<file path="src/rtl/seq_subtractor_sliced.sv">
// Multi-cycle subtractor: diff = in1 + ~in2 + 1 computed one SLICE-wide lookahead slice per clock,
// LSB slice first, with borrow/overflow/zero/neg flags registered alongside the final slice.
//
// state | meaning
// IDLE  | in_ready high, waiting for operands
// RUN   | one slice of a_reg + b_reg + carry per edge, LSB slice first
// DONE  | result and flags held with out_valid high until out_ready

module seq_subtractor_sliced #(
    parameter int WIDTH = 32,
    parameter int SLICE = 16
) (
    input  logic             clk,
    input  logic             rst_n,
    input  logic             in_valid,
    output logic             in_ready,
    input  logic [WIDTH-1:0] in1,
    input  logic [WIDTH-1:0] in2,
    output logic             out_valid,
    input  logic             out_ready,
    output logic [WIDTH-1:0] diff,
    output logic             borrow,
    output logic             overflow,
    output logic             zero,
    output logic             neg
);

    localparam int N  = WIDTH / SLICE;
    localparam int IW = (N > 1) ? $clog2(N) : 1;

    typedef enum logic [1:0] {S_IDLE, S_RUN, S_DONE} state_t;

    state_t           r_state;
    state_t           w_state_next;
    logic [WIDTH-1:0] r_a;
    logic [WIDTH-1:0] r_b;
    logic             r_carry;
    logic [IW-1:0]    r_idx;
    logic [WIDTH-1:0] r_diff;
    logic             r_borrow;
    logic             r_overflow;
    logic             r_zero;
    logic             r_neg;

    int               w_base;
    logic             w_last;
    logic [SLICE-1:0] w_a_sl;
    logic [SLICE-1:0] w_b_sl;
    logic [SLICE-1:0] w_sum;
    logic [SLICE:0]   w_c;
    logic             w_cout;
    logic [WIDTH-1:0] w_diff_next;

    assign w_base = int'(r_idx) * SLICE;
    assign w_last = (r_idx == IW'(N - 1));
    assign w_a_sl = r_a[w_base +: SLICE];
    assign w_b_sl = r_b[w_base +: SLICE];

    // Every carry is formed from the running group generate/propagate and the slice carry-in,
    // so no bit waits on the carry of the bit below it.
    always_comb begin : cla
        logic v_g;
        logic v_p;
        v_g    = 1'b0;
        v_p    = 1'b1;
        w_c    = '0;
        w_c[0] = r_carry;
        for (int i = 0; i < SLICE; i++) begin
            v_g        = (w_a_sl[i] & w_b_sl[i]) | ((w_a_sl[i] ^ w_b_sl[i]) & v_g);
            v_p        = (w_a_sl[i] ^ w_b_sl[i]) & v_p;
            w_c[i+1]   = v_g | (v_p & r_carry);
        end
        w_sum  = w_a_sl ^ w_b_sl ^ w_c[SLICE-1:0];
        w_cout = w_c[SLICE];
    end

    always_comb begin
        w_diff_next                    = r_diff;
        w_diff_next[w_base +: SLICE]   = w_sum;
    end

    always_ff @(posedge clk or negedge rst_n) begin
        if (!rst_n) r_state <= S_IDLE;
        else        r_state <= w_state_next;
    end

    always_comb begin
        w_state_next = r_state;
        case (r_state)
            S_IDLE:  if (in_valid)  w_state_next = S_RUN;
            S_RUN:   if (w_last)    w_state_next = S_DONE;
            S_DONE:  if (out_ready) w_state_next = S_IDLE;
            default:                w_state_next = S_IDLE;
        endcase
    end

    always_ff @(posedge clk or negedge rst_n) begin
        if (!rst_n) begin
            r_a        <= '0;
            r_b        <= '0;
            r_carry    <= 1'b0;
            r_idx      <= '0;
            r_diff     <= '0;
            r_borrow   <= 1'b0;
            r_overflow <= 1'b0;
            r_zero     <= 1'b0;
            r_neg      <= 1'b0;
        end else begin
            case (r_state)
                S_IDLE: if (in_valid) begin
                    r_a     <= in1;
                    r_b     <= ~in2;
                    r_carry <= 1'b1;
                    r_idx   <= '0;
                end
                S_RUN: begin
                    r_diff  <= w_diff_next;
                    r_carry <= w_cout;
                    r_idx   <= r_idx + IW'(1);
                    // r_b holds ~in2, so equal MSBs here mean the operands' signs differ.
                    if (w_last) begin
                        r_borrow   <= ~w_cout;
                        r_neg      <= w_diff_next[WIDTH-1];
                        r_zero     <= (w_diff_next == '0);
                        r_overflow <= (r_a[WIDTH-1] == r_b[WIDTH-1]) &&
                                      (w_diff_next[WIDTH-1] != r_a[WIDTH-1]);
                    end
                end
                default: ;
            endcase
        end
    end

    assign in_ready  = (r_state == S_IDLE);
    assign out_valid = (r_state == S_DONE);
    assign diff      = r_diff;
    assign borrow    = r_borrow;
    assign overflow  = r_overflow;
    assign zero      = r_zero;
    assign neg       = r_neg;

endmodule

</file>
<file path="config.mk">
export PLATFORM = sky130hd
export DESIGN_NAME = seq_subtractor_sliced
export DESIGN_NICKNAME = d
export VERILOG_FILES = /design/src/rtl/seq_subtractor_sliced.sv
export SDC_FILE = /design/constraint.sdc
export NUM_CORES = 1
export LEC_CHECK = 0
export BUFFER_PORTS_ARGS = -buffer_cell sky130_fd_sc_hd__buf_4
export CAP_MARGIN = 20
export CORE_ASPECT_RATIO = 0.8
export CORE_MARGIN = 3
export CORE_UTILIZATION = 45
export CTS_BUF_LIST = sky130_fd_sc_hd__clkbuf_8
export CTS_CLUSTER_SIZE = 30
export DETAILED_ROUTE_END_ITERATION = 8
export MAX_ROUTING_LAYER = met4
export PLACE_DENSITY = 0.73
export RECOVER_POWER = 100
export SLEW_MARGIN = 0
export SYNTH_ARGS = -nofsm -noshare
export SYNTH_HDL_FRONTEND = slang
export SYNTH_SLANG_ARGS = --single-unit
</file>
<file path="constraint.sdc">
create_clock -name clk -period 4.6 [get_ports clk]
set_clock_uncertainty 0.2 [all_clocks]
set_input_delay 0 -clock clk [delete_from_list [all_inputs] [get_ports clk]]
set_output_delay 0 -clock clk [all_outputs]
set_load 0.01 [all_outputs]
</file>
* Word level (Yosys, flattened, before mapping)
Cells that the tools add are included.
Storage, ports and cells: flip-flop bits (word level) 104, input bits 68, output and inout bits 38, word-level logic and storage cells 153
Cells by class: add/subtract/negate cells 2, equality and inequality tests 7, shift operators 4, mux-type cells 9, bitwise gates (word level) 113, reduce and logical (&&, ||, !) cells 8
Operators with widths (number):
- 32-bit by 6-bit variable part select with 16-bit output | 2
- 1-bit bitwise AND | 62
- 5-bit negation with 33-bit output | 1
- 16-bit by 33-bit variable shift with 32-bit output, first input constant | 1
- 16-bit by 33-bit variable part select with 32-bit output | 1
- 32-bit bitwise mux | 1
- 32-bit logical NOT | 1
- 32-bit inverter | 1
- 16-bit bitwise XOR | 2
- 1-bit bitwise OR | 31
- 1-bit bitwise XOR | 16
- 2-bit two-way mux | 3
- 2-bit one-hot mux with 3 select lines | 1
- 2-bit AND reduction | 3
- 2-bit inequality test, second input constant | 2
- 1-bit one-hot mux with 2 select lines | 2
- 3-bit AND reduction | 1
- 2-bit by 1-bit == test with 1-bit output, second input constant | 1
- 2-bit == test, second input constant | 1
- 2-bit logical NOT | 1
- 1-bit two-way mux | 2
- 2-bit by 1-bit inequality test with 1-bit output, second input constant | 1
- 2-bit nonzero test | 1
- 1-bit adder, second input constant | 1
- other kinds (4) | 4

* Longest topological paths before layout
word-level depth 36, gate-level depth with buffers 13, gate-level depth less buffers 11

* Worst setup path before layout
No wires, ideal clock.
path kind register to register, start point register r_idx, end point register r_overflow, in the netlist overflow, library setup time 0.084 ns, data arrival time 3.581 ns, required time 4.316 ns, setup slack 0.735 ns, cell stages (with the launch flop) 14, path buffers 2, period minus slack after synthesis 3.865 ns, cells stage by stage dfrtp_1 -> clkbuf_1 -> buf_1 -> mux2i_1 -> inv_1 -> ha_1 -> a211o_1 -> a2111o_1 -> nand4_2 -> a21oi_2 -> o31ai_4 -> a21boi_2 -> or4_1 -> a41oi_2
Between the ends: cells in the longest elaborated chain, start to end 36, elaborated cells on any way between the ends 113, those cells by class 1 x add/sub; 1 x eq/ne; 4 x shift; 1 x mux; 104 x bitwise; 2 x reduce/logical
Ends and longest elaborated chain:
- from (decl) | RTL line 38 | logic [IW-1:0] r_idx;
- from (signal assigned) | RTL line 119 | r_idx <= r_idx + IW'(1);
- 32-bit by 6-bit variable part select with 16-bit output (on tied branches) | RTL line 56, 57
- 1-bit bitwise XOR / 1-bit bitwise AND (equally long branches) | RTL line 69, 70
- 1-bit bitwise AND | RTL line 69 | v_g = (w_a_sl[i] & w_b_sl[i]) | ((w_a_sl[i] ^ w_b_sl[i]) & v_g);
- 1-bit bitwise OR | RTL line 69
- 1-bit bitwise AND | RTL line 69
- 1-bit bitwise OR | RTL line 69
- 1-bit bitwise AND | RTL line 69
- 1-bit bitwise OR | RTL line 69
- (+20 left out)
- 1-bit bitwise AND | RTL line 69
- 1-bit bitwise OR | RTL line 69
- 1-bit bitwise OR | RTL line 71 | w_c[i+1] = v_g | (v_p & r_carry);
- 16-bit bitwise XOR | RTL line 73 | w_sum = w_a_sl ^ w_b_sl ^ w_c[SLICE-1:0];
- 16-bit by 33-bit variable part select with 32-bit output | RTL line 79 | w_diff_next[w_base +: SLICE] = w_sum;
- 32-bit bitwise mux | RTL line 79
- 1-bit inequality test | RTL line 126 | (w_diff_next[WIDTH-1] != r_a[WIDTH-1]);
- 1-bit logical AND | RTL line 125 | r_overflow <= (r_a[WIDTH-1] == r_b[WIDTH-1]) &&
- to (signal assigned) | RTL line 125
- to (decl) | RTL line 41 | logic r_overflow;
Several ways; a longest one is shown, not always the timed one. A chain may end at the register's enable or synchronous reset.

* Worst setup path after layout
Ends and elaborated chain as after synthesis.

==> metrics.md <==
| Metric | Value |
|---|---|
| Reg area | 2600 um^2 |
| Worst path arrival time | 4.26 ns |
| PortBufs | 105 |
| Synth unique cells | 50 |
| Finish-stage setup viols | 0 |
| Hold/Removal Path Class | in2reg |
| Area delta synth->final | 32.5% |
| RR Endpoint | overflow |
| First-pass DRT Iterations | 4 |
| Layout cell share with drive strength beyond 1 | 24.2% |
| Final Net Count | 695 |
| DRC | 0 |
| Gr usage total | 21.6% |
| Die ar. | 12200 um^2 |
| Synth Instances | 444 |
| CTS Root Cell | clkbuf_8 |
| Die Wd | 123 um |
| Worst skew pair latency | 0.37 ns |
| Post-DR vias/cell | 5.11 |
| Fill count | 873 |
| WHS Path Cells | 3 |
| EDFF count, synth | 0 |
| Design Area, Final | 6500 um^2 |
| Yosys synthesis warning count | 0 |
| Worst-path clk slew | 0.09 ns |
| Max-slew violations | 158 |
| I/O pins | 106 |
| #FFs+latches synth | 104 |
| Syn Nets | 529 |
| RSZ-0062 raised after global routing | no |
| Multi-input gate area | 2170 um^2 |
| Post-Syn Area | 4910 um^2 |
| Worst R2R Setup Slack | 0.43 ns |
| Clk sinks | 104 |
| Hold endpoint | r_b[26] |
| Vias in the first global route | 4030 |
| Async SR Flop Fraction | 100% |
| Max VDD drop | 0.000386 V |
| P per Cell Area | 836 nW/um^2 |
| Cts bufs inserted | 9 |
| Post-CTS Setup Inserts | 0 |
| Run status | finished with violations |
| Antenna viol nets, final | 0 |
| Max-slew headroom at the worst pin | -106% |
| Antenna violations before repair | 0 |
| Post-DP HPWL | 8200 um |
| Fin. Hold Viols | 0 |
| Pin count of the biggest net entering global routing | 98 |
| Core box area | 10400 um^2 |
| Slew @ Worst Pin | 3.09 ns |
| CP startpoint kind | flip-flop |
| Avg WL per Cell | 15.8 um |
| Min cycle time layout | 4.17 ns |
| LEAKAGE | 2.87 nW |
| Failing checks | capacitance limit, slew limit |
| DRT iter0 DRCs | 208 |
| Remaining Overflow, GRT | 0 |
| Die Y | 99.4 um |
| Critical Path RT | 4.69 ns |
| Critical path type | reg2reg |
| Max_cap viols | 2 |
| Worst-case reg-to-reg path depth | 9 |
| Nature of the critical path endpoint | flip-flop |
| CTS Hold Buffers Added | 67 |
| R2R Path Start | r_idx |
| CTS tree | built |
| Seq/Total Area, Yosys | 53.0% |
| Row count | 33 |
| DR vias | 3856 |
| Worst Path Max Fanout | 17 |
| HP Start | in2[26] |
| Final Wtd Congestion | 0.863 |
| Inserted Diodes | 0 |
| Global-route wire length before repair | 20000 um |
| H-tree depth | 3 |
| Clock Path Buffers | 2 |
| Synthesized area per cell | 11.1 um^2 |
| Initial cell density of the core | 47.0% |
| Fin Setup TNS | 0 ns |
| CTS resizes | 0 |
| Fin crit share | 90.6% |
| Main synth FF type | dfrtp_1 |
| Max Freq | 240 MHz |
| WL final | 11900 um |
| Post-DP Area | 5820 um^2 |
## registers in the layout (all words and copies together) (netlist names), 2 cells and up
name,cells
diff,32
r_a,32
r_b,32
r_state,2
## cells in the final DEF, fill, tap and decap left out, types with 3 or more instances in the layout
master / n
a21o_1: 5
a21oi_1: 39
buf_4: 68
clkbuf_1: 42
clkbuf_8: 9
clkinv_2: 3
dfrtp_1: 104
dlygate4sd3_1: 67
ha_1: 16
inv_1: 13
mux2_2: 60
nand2_1: 41
nand2b_1: 4
nand3_1: 3
nand4_1: 3
nor2_1: 39
nor4_1: 4
o21ai_0: 37
xnor2_1: 8
xor2_1: 5
## cell usage after synthesis, drive strengths merged (6+ instances only)
library cell	n	area share, %
a21o	6	0.94
ha	16	4.1
dfrtp	104	53
buf	7	0.54
o21ai	37	3.8
a21oi	40	4.2
mux2	62	14
clkbuf	15	1.1
nand2	41	3.1
inv	10	0.76
xnor2	8	1.4
nor2	39	3.0
## cell families after synthesis
logic type                 Yosys count  synth area share [%]
buffers and inverters               32                  2.45
muxes                               64                  14.6
xor gates and xnor gates            13                  2.32
and+or+nand+nor                    110                  10.2
AOI/OAI and AO/OA                  104                  12.9
DFF                                104                  53.0
adders and majority gates           17                  4.49
## cell type report
class / instances / share of cell area (%)
Sequential cell: 104 / 40.0
Inverter: 10 / 0.577
Multi-Input combinational cell: 308 / 33.3
Timing Repair Buffer: 177 / 20.6
Tap cell: 140 / 2.69
Clock buffer: 9 / 1.90
Clock inverter: 7 / 0.866
## worst max path at each step
stage / start / to / slack [ns] / depth (start not counted)
2_1_floorplan: r_idx / overflow / 0.73 / 13
3_3_place_gp: r_idx / overflow / 0.73 / 11
3_5_place_dp: r_idx / overflow / 0.64 / 11
4_1_cts: r_idx / overflow / 0.62 / 11
5_1_grt: r_idx / overflow / 0.23 / 9
6_report: r_idx / overflow / 0.43 / 9
## critical path, cell delays in order (launching register included)
cell and delay [ns]:
dfrtp_1 0.75, clkbuf_1 0.77, mux2_1 0.42, ha_1 0.36, a21o_1 0.19, and2_1 0.19
o31ai_4 0.22, a21boi_0 0.22, or4_1 0.53, a41oi_1 0.22
## per-stage QoR
step	hold slack [ns]	util, %	worst slack, ns	total power [mW]	std cells
2_1_floorplan	-0.496	-	0.735	4.02	444
3_3_place_gp	-0.103	55.7	0.728	4.90	671
3_5_place_dp	-0.0906	55.7	0.639	5.01	671
4_1_cts	0.0470	63.9	0.623	5.60	754
5_1_grt	0.114	62.2	0.234	5.95	755
6_report	0.130	62.2	0.431	5.44	755
## report_power, final
| group | switching (mW) | internal (mW) |
|---|---|---|
| Clock | 0.288 | 0.243 |
| Sequential | 0.313 | 1.38 |
| Combinational | 1.79 | 1.43 |
## layer usage
| metal | up-vias | wire length [um] | global-route usage (%) |
|---|---|---|---|
| li1 | 1890 | - | - |
| met1 | 1831 | 5460 | 29.4 |
| met2 | 120 | 5570 | 32.5 |
| met3 | 15 | 715 | 4.66 |
| met4 | 0 | 180 | 6.80 |
| met5 | - | 0 | - |
Power figures use the tool's default switching activity.
